## src/rtl/huffman_decoder_if.sv

```systemverilog
// Host bus bundle for the Huffman decoder (Avalon-MM style slave).
//
// Handshake: the host qualifies every access with chipselect. A write
// (chipselect & write) is taken at the rising clock edge; the side flags
// table_write / length_write / last_word select what writedata carries.
// A read (chipselect & read) returns the FIFO head combinationally on
// readdata and pops it at the same edge when the FIFO is non-empty.
// Data writes must only be issued while busy_out is low.
//
// Signals:
//   chipselect, write, read         host strobes
//   writedata[31:0]                 table entry / length value / encoded word
//   table_write, length_write       write qualifiers
//   last_word                       marks the final encoded word
//   readdata[31:0]                  {done, overflow, error, valid, symbol}
//   empty_out, busy_out             status
interface huffman_decoder_if;
  logic        chipselect;
  logic        write;
  logic        read;
  logic [31:0] writedata;
  logic        table_write;
  logic        length_write;
  logic        last_word;
  logic [31:0] readdata;
  logic        empty_out;
  logic        busy_out;

  modport master (
    output chipselect, write, read, writedata, table_write, length_write, last_word,
    input  readdata, empty_out, busy_out
  );

  modport slave (
    input  chipselect, write, read, writedata, table_write, length_write, last_word,
    output readdata, empty_out, busy_out
  );
endinterface

```

## src/rtl/huffman_decoder.sv

```systemverilog
// Bit-serial Huffman decoder.
//
// Encoded 32-bit words are shifted MSB first into a candidate register and
// compared each cycle against a 64-entry {code, length} table. Matched
// symbols are queued in an output FIFO that the host drains via reads.
//
// Ports:
//   clock      system clock
//   resetn     asynchronous active-low reset
//   bus        host interface (slave modport), see huffman_decoder_if
//   dbg_state  current FSM state (IDLE=0, DECODE=1, STALL=2, DONE=3)
module huffman_decoder #(
  parameter int FIFO_DEPTH = 8
) (
  input  logic               clock,
  input  logic               resetn,
  huffman_decoder_if.slave   bus,
  output logic [1:0]         dbg_state
);

  localparam int AW = $clog2(FIFO_DEPTH);

  localparam logic [1:0] S_IDLE   = 2'd0;
  localparam logic [1:0] S_DECODE = 2'd1;
  localparam logic [1:0] S_STALL  = 2'd2;
  localparam logic [1:0] S_DONE   = 2'd3;

  logic [1:0]  state_q,    state_d;
  logic [31:0] word_q,     word_d;
  logic [5:0]  bit_cnt_q,  bit_cnt_d;
  logic        final_q,    final_d;
  logic [5:0]  len_val_q,  len_val_d;
  logic [7:0]  cand_q,     cand_d;
  logic [3:0]  cand_len_q, cand_len_d;
  logic        err_q,      err_d;
  logic        ovf_q,      ovf_d;

  logic [7:0]  tcode_q [64];
  logic [7:0]  tcode_d [64];
  logic [3:0]  tlen_q  [64];
  logic [3:0]  tlen_d  [64];

  logic [5:0]  fifo_q  [FIFO_DEPTH];
  logic [5:0]  fifo_d  [FIFO_DEPTH];
  logic [AW:0] wr_ptr_q, wr_ptr_d;
  logic [AW:0] rd_ptr_q, rd_ptr_d;

  logic        fifo_empty, fifo_full;
  logic        data_wr, pop;
  logic [7:0]  cand_nxt;
  logic [3:0]  cand_len_nxt;
  logic [8:0]  mask_w;
  logic        match;
  logic [5:0]  match_sym;

  // Bits of the host word that carry no meaning, and the candidate MSB which
  // is always shifted out.
  logic unused_bits;
  assign unused_bits = ^{bus.writedata[31:18], cand_q[7]};

  assign fifo_empty = (wr_ptr_q == rd_ptr_q);
  assign fifo_full  = (wr_ptr_q[AW] != rd_ptr_q[AW]) &&
                      (wr_ptr_q[AW-1:0] == rd_ptr_q[AW-1:0]);

  assign data_wr = bus.chipselect & bus.write & ~bus.table_write & ~bus.length_write;
  assign pop     = bus.chipselect & bus.read & ~fifo_empty;

  assign cand_nxt     = {cand_q[6:0], word_q[31]};
  assign cand_len_nxt = cand_len_q + 4'd1;
  assign mask_w       = (9'd1 << cand_len_nxt) - 9'd1;

  // Parallel compare against all valid entries. Scanning from the top down
  // lets the lowest matching index overwrite any higher one.
  always_comb begin
    match     = 1'b0;
    match_sym = 6'd0;
    for (int i = 63; i >= 0; i--) begin
      if ((tlen_q[i] != 4'd0) && (tlen_q[i] == cand_len_nxt) &&
          (((tcode_q[i] ^ cand_nxt) & mask_w[7:0]) == 8'd0)) begin
        match     = 1'b1;
        match_sym = 6'(i);
      end
    end
  end

  always_comb begin
    state_d    = state_q;
    word_d     = word_q;
    bit_cnt_d  = bit_cnt_q;
    final_d    = final_q;
    len_val_d  = len_val_q;
    cand_d     = cand_q;
    cand_len_d = cand_len_q;
    err_d      = err_q;
    ovf_d      = ovf_q;
    tcode_d    = tcode_q;
    tlen_d     = tlen_q;
    fifo_d     = fifo_q;
    wr_ptr_d   = wr_ptr_q;
    rd_ptr_d   = rd_ptr_q;

    if (bus.chipselect && bus.write && bus.length_write)
      len_val_d = bus.writedata[5:0];

    if (data_wr && (state_q != S_IDLE))
      ovf_d = 1'b1;

    if (pop)
      rd_ptr_d = rd_ptr_q + 1'b1;

    case (state_q)
      S_IDLE: begin
        if (bus.chipselect && bus.write && bus.table_write) begin
          tlen_d[bus.writedata[5:0]]  = bus.writedata[9:6];
          tcode_d[bus.writedata[5:0]] = bus.writedata[17:10];
        end
        if (data_wr) begin
          word_d  = bus.writedata;
          final_d = bus.last_word;
          if (bus.last_word)
            bit_cnt_d = (len_val_q == 6'd0) ? 6'd32 : len_val_q;
          else
            bit_cnt_d = 6'd32;
          state_d = S_DECODE;
        end
      end

      S_DECODE: begin
        // A completed code with nowhere to go holds the bit in place.
        if (match && fifo_full && !pop) begin
          state_d = S_STALL;
        end else begin
          word_d    = {word_q[30:0], 1'b0};
          bit_cnt_d = bit_cnt_q - 6'd1;
          if (match) begin
            fifo_d[wr_ptr_q[AW-1:0]] = match_sym;
            wr_ptr_d   = wr_ptr_q + 1'b1;
            cand_d     = 8'd0;
            cand_len_d = 4'd0;
          end else if (cand_len_nxt == 4'd8) begin
            err_d      = 1'b1;
            cand_d     = 8'd0;
            cand_len_d = 4'd0;
          end else begin
            cand_d     = cand_nxt;
            cand_len_d = cand_len_nxt;
          end
          if (bit_cnt_q == 6'd1) begin
            if (final_q) begin
              state_d = S_DONE;
              // Stream ended inside a code.
              if (!match && (cand_len_nxt != 4'd8))
                err_d = 1'b1;
            end else begin
              // Partial candidate carries over into the next word.
              state_d = S_IDLE;
            end
          end
        end
      end

      S_STALL: begin
        if (!fifo_full || pop)
          state_d = S_DECODE;
      end

      default: ; // S_DONE holds until reset
    endcase
  end

  always_ff @(posedge clock or negedge resetn) begin
    if (!resetn) begin
      state_q    <= S_IDLE;
      word_q     <= '0;
      bit_cnt_q  <= '0;
      final_q    <= 1'b0;
      len_val_q  <= '0;
      cand_q     <= '0;
      cand_len_q <= '0;
      err_q      <= 1'b0;
      ovf_q      <= 1'b0;
      wr_ptr_q   <= '0;
      rd_ptr_q   <= '0;
      for (int i = 0; i < 64; i++) begin
        tcode_q[i] <= '0;
        tlen_q[i]  <= '0;
      end
      for (int i = 0; i < FIFO_DEPTH; i++)
        fifo_q[i] <= '0;
    end else begin
      state_q    <= state_d;
      word_q     <= word_d;
      bit_cnt_q  <= bit_cnt_d;
      final_q    <= final_d;
      len_val_q  <= len_val_d;
      cand_q     <= cand_d;
      cand_len_q <= cand_len_d;
      err_q      <= err_d;
      ovf_q      <= ovf_d;
      wr_ptr_q   <= wr_ptr_d;
      rd_ptr_q   <= rd_ptr_d;
      tcode_q    <= tcode_d;
      tlen_q     <= tlen_d;
      fifo_q     <= fifo_d;
    end
  end

  assign bus.readdata  = {20'd0, (state_q == S_DONE), ovf_q, err_q, ~fifo_empty, 2'b00,
                          (fifo_empty ? 6'd0 : fifo_q[rd_ptr_q[AW-1:0]])};
  assign bus.empty_out = fifo_empty;
  assign bus.busy_out  = (state_q == S_DECODE) || (state_q == S_STALL);
  assign dbg_state     = state_q;

endmodule
```

## src/flat_wrapper.sv

```systemverilog
// flat-port wrapper written by rule: the top's interface ports become plain ports
module huffman_decoder_flat 
#(
  parameter int FIFO_DEPTH = 8
)
  (clock, resetn, dbg_state, bus_chipselect, bus_write, bus_read, bus_writedata, bus_table_write, bus_length_write, bus_last_word, bus_readdata, bus_empty_out, bus_busy_out);
  huffman_decoder_if bus_i ();
  input  logic clock;
  input  logic resetn;
  output logic [1:0] dbg_state;
  input wire logic [$bits(bus_i.chipselect)-1:0] bus_chipselect;
  input wire logic [$bits(bus_i.write)-1:0] bus_write;
  input wire logic [$bits(bus_i.read)-1:0] bus_read;
  input wire logic [$bits(bus_i.writedata)-1:0] bus_writedata;
  input wire logic [$bits(bus_i.table_write)-1:0] bus_table_write;
  input wire logic [$bits(bus_i.length_write)-1:0] bus_length_write;
  input wire logic [$bits(bus_i.last_word)-1:0] bus_last_word;
  output wire logic [$bits(bus_i.readdata)-1:0] bus_readdata;
  output wire logic [$bits(bus_i.empty_out)-1:0] bus_empty_out;
  output wire logic [$bits(bus_i.busy_out)-1:0] bus_busy_out;
  assign bus_i.chipselect = bus_chipselect;
  assign bus_i.write = bus_write;
  assign bus_i.read = bus_read;
  assign bus_i.writedata = bus_writedata;
  assign bus_i.table_write = bus_table_write;
  assign bus_i.length_write = bus_length_write;
  assign bus_i.last_word = bus_last_word;
  assign bus_readdata = bus_i.readdata;
  assign bus_empty_out = bus_i.empty_out;
  assign bus_busy_out = bus_i.busy_out;
  huffman_decoder #(.FIFO_DEPTH(FIFO_DEPTH)) u_core (.clock(clock), .resetn(resetn), .bus(bus_i), .dbg_state(dbg_state));
endmodule
```

## config.mk

```make
export PLATFORM = sky130hd
export DESIGN_NAME = huffman_decoder_flat
export DESIGN_NICKNAME = d
export VERILOG_FILES = /design/src/rtl/huffman_decoder_if.sv /design/src/rtl/huffman_decoder.sv /design/src/flat_wrapper.sv
export SDC_FILE = /design/constraint.sdc
export NUM_CORES = 2
export LEC_CHECK = 0
export ABC_CLOCK_PERIOD_IN_PS = 6700
export CORE_UTILIZATION = 60
export CTS_CLUSTER_DIAMETER = 30
export DETAILED_ROUTE_END_ITERATION = 12
export MAX_ROUTING_LAYER = met4
export PLACE_DENSITY_LB_ADDON = 0.15
export SETUP_SLACK_MARGIN = 0.4
export SLEW_MARGIN = 40
export SYNTH_ARGS = -nofsm -noshare
export SYNTH_HDL_FRONTEND = slang
export SYNTH_SLANG_ARGS = --single-unit
```

## constraint.sdc

```tcl
create_clock -name clock -period 6.7 [get_ports clock]
set_input_delay 1.34 -clock clock [delete_from_list [all_inputs] [get_ports clock]]
set_output_delay 1.34 -clock clock [all_outputs]
set_load 0.02 [all_outputs]
```

==> results.md <==
- Initial antenna violation count: 4
- Crit path from: u_core.cand_len_q[1]$_DFFE_PN0P_
- R2R cell count: 18
- Startpoint class of the critical path: register
- Die W: ~290 um
- Total die area: 82600 sq um
- Clock-pin slew on the worst setup and hold paths: 0.05 ns
- Ys async rst share: 100%
- Cell depth of the worst setup path: 18
- Crit Reg-Reg Startpoint: u_core.cand_len_q[1]$_DFFE_PN0P_
- Min setup slack post-route: 0.463 ns
- Yosys cell types: around 100
- Nets@finish: around 4.3k
- Final Skew: 0.0384 ns
- Core area: 80500 sq um
- Data required, critical path: 7.35 ns
- Critical-path cell list: ha_2 -> buf_4 -> o31ai_1 -> nand2_1 -> ha_4 -> buf_4 -> and3b_1 -> and4_1 -> or3_2 -> buf_4 -> a222oi_1 -> nand4_1 -> or3_1 -> a21oi_1 -> nor3_1 -> o211ai_1 -> a21oi_1 -> mux2_1
- Main flop type after synthesis: dfrtp_1
- Cts hold-fix bufs: 0
- Critical Path Sink: u_core.fifo_q[12]$_DFFE_PN0P_
- Worst-path maximum fanout: 19
- Achievable Freq: 160 MHz
- Hold WC Path Type: input port to async pin
- Dpl ws: between 0.3 and 0.4 ns
- Accumulated negative setup slack: 0 ns
- Total global-route track usage: 39.5%
- Max Slew Vio Count: 0
- H-tree levels: 4
- Layout fillers: roughly 5.6k
- Leakage: 27.4 nW
- Longest Clk Path Bufs: 3
- CTS sink count: 884
- CTS tree: done
- Cells after Synth: 4195
- Root buffer cell: clkbuf_16
- Register area: 22200 sq um
- Power per Cell Area: 438 nW/um^2
- Routed WL: around 160 mm
- Final Hold Viols: 0
- # IOs: 76
- First-pass GRT wire length: 235 mm
- WL/cell: 28.9 um
- Family with the most delay on the worst path: simple AND/OR/NAND/NOR gates
- Drt drc: 0
- Final Setup Violations: 0
- YS warnings: 0
- FP Rows: 104
- Max stage delay on crit path: 0.53 ns
- Post-synthesis cell area: slightly below 50000 sq um
- Seq/Total Area, Yosys: ~45%
- Maximum vdd drop: 0.461 mV
- Detailed-router iteration count before antenna repair: 6
- CP Buf/Inv Count: 3
- Worst Setup End Kind: register
- Vias in the first global route: 36.5k
- Critical path class: register to register
- Fin crit period: about 6.2 ns
- Critical path's most frequent cell: buf_4
- Status: complete, no violations
- RR Endpoint: u_core.fifo_q[12]$_DFFE_PN0P_
- Least-Margin Pin Slew: between 0.9 and 1 ns
- Via Count: 36.3k
- Clk_lat worst skew: ~0.8 ns
- Final core utilization: 71.5%
- Synth Register Bits: 884
- I/O Buffers: 53
- Gp weighted congestion: approximately 1.0
- Worst path arrival time: 6.88 ns
- Area of the multi-input gates: 25100 sq um
- Starting Density: roughly 61%
- Share of cells above drive strength 1: roughly a third
- Mean Syn Cell Area: around 12 sq um
- Slowest CP cell: dfrtp_1
- Max Cap Viol: 0
- Height of the die: 287 um
- Post-route ant nets: 0
- Normalized max-slew margin: between 30% and 40%
- CTS Buf Count: 187
- Period utilization: 93.1%
- Unrepaired setup endpoints after global routing: false
- Largest net degree at the start of global routing: roughly 150
- Post-DP HPWL: between 90 and 100 mm
- Layout overhead on the synthesized area: 17.8%
- Total gr overflow: 0
- Initial drt markers: 3865
- Reg2reg setup slack: 0.46 ns
- Vias/cell: 6.66
- Post-synth EDFFs: 0
- Final Power: 25.2 mW
-- repair_timing --
| action | CTS | global route |
|---|---|---|
| setup buffers | 1 | 1 |
| pin swaps | 0 | 1 |
| endpoints found under the setup margin | 26 | 63 |
| resized for setup | 4 | 7 |
-- where the power goes --
part / total (mW) / switching [mW] / internal (mW)
clock: 9.65 / 3.13 / 6.52
combinational: 9.41 / 6.11 / 3.30
sequential: 6.14 / 0.385 / 5.75
-- worst min path at each step --
stage | endpoint | cells after the start
final | u_core.tcode_q[357]$_DFFE_PN0P_ | 1
after detailed placement | u_core.ovf_q$_DFFE_PN0P_ | 1
after floorplan | u_core.err_q$_DFFE_PN0P_ | 1
after global routing | u_core.tcode_q[357]$_DFFE_PN0P_ | 1
after CTS | u_core.tlen_q[178]$_DFFE_PN0P_ | 1
after global placement | u_core.word_q[18]$_DFFE_PN0P_ | 1
-- layout by cell type (no fill, tap or decap), types with 42 or more instances in the layout --
| cell | n |
|---|---|
| dfrtp_1 | 874 |
| mux2_2 | 821 |
| xnor2_1 | 380 |
| xor2_1 | 312 |
| clkbuf_16 | 188 |
| nand2_1 | 168 |
| buf_4 | 134 |
| a21oi_1 | 125 |
| o21ai_0 | 112 |
| nor2_1 | 97 |
| o211ai_1 | 66 |
| mux2_1 | 65 |
| nand3_1 | 42 |
-- synth_stat cells (24+ instances only) --
master	n	share of area, %
nor2_1	125	0.96
dfrtp_1	884	45
buf_2	95	0.97
o22ai_1	25	0.32
nand3_1	43	0.44
a211oi_1	26	0.40
o221ai_1	31	0.56
o21ai_0	113	1.2
a2111oi_0	29	0.52
mux2_2	821	19
buf_4	49	0.75
nor3_1	32	0.33
xnor2_1	381	6.8
o211ai_1	66	1.0
a22oi_1	26	0.40
nand2_1	168	1.3
inv_1	42	0.32
a21oi_1	128	1.3
mux2_1	65	1.5
buf_1	24	0.18
a222oi_1	27	0.55
clkbuf_1	203	1.6
or3_1	30	0.38
xor2_1	312	5.6
a221oi_1	29	0.52
-- stage by stage --
step	cells	area, sq um	hold slack, ns
after floorplan	4216	48900	0.429
after global placement	5103	50500	0.461
after detailed placement	5110	50800	0.467
after CTS	5451	57500	0.470
after global routing	5456	57600	0.492
final	5456	57600	0.480
-- cell type report --
type                            count  area share (%)
Tap cell                         1060            2.30
Timing Repair Buffer              217            3.69
Clock inverter                     99            2.60
Clock buffer                      241            8.99
Sequential cell                   884            38.5
Inverter                           42           0.274
Antenna cell                        2         0.00869
Multi-Input combinational cell   2911            43.6
-- metal layers --
layer	part of all wire (%)	up-vias	track usage, %
met1	40	18700	50.6
met2	45	1933	58.8
met3	9.8	516	8.92
met4	5.1	0	20.3
li1	-	15200	-
met5	0	-	-
-- state kept, by name (all words and copies together) (netlist names) --
| register | flops |
|---|---|
| u_core.tlen_q | 256 |
| u_core.rd_ptr_q | 4 |
| u_core.cand_q | 7 |
| u_core.wr_ptr_q | 4 |
| u_core.fifo_q | 48 |
| u_core.word_q | 32 |
| u_core.tcode_q | 512 |
| u_core.bit_cnt_q | 6 |
| u_core.len_val_q | 6 |
| u_core.cand_len_q | 4 |
| u_core.ovf_q | 1 |
| u_core.final_q | 1 |
| u_core.err_q | 1 |
| u_core.dbg_state | 2 |
-- kinds of logic after synthesis --
group	after synthesis	share of synthesized area, %
buf+inv	421	3.98
fa+ha+maj	15	0.379
compound gates	675	9.98
other cells	1	0.00767
mux	912	21.3
simple gates	591	6.58
xor+xnor	696	12.5
flops	884	45.3
Note: power is estimated with default switching activity, not from simulation.
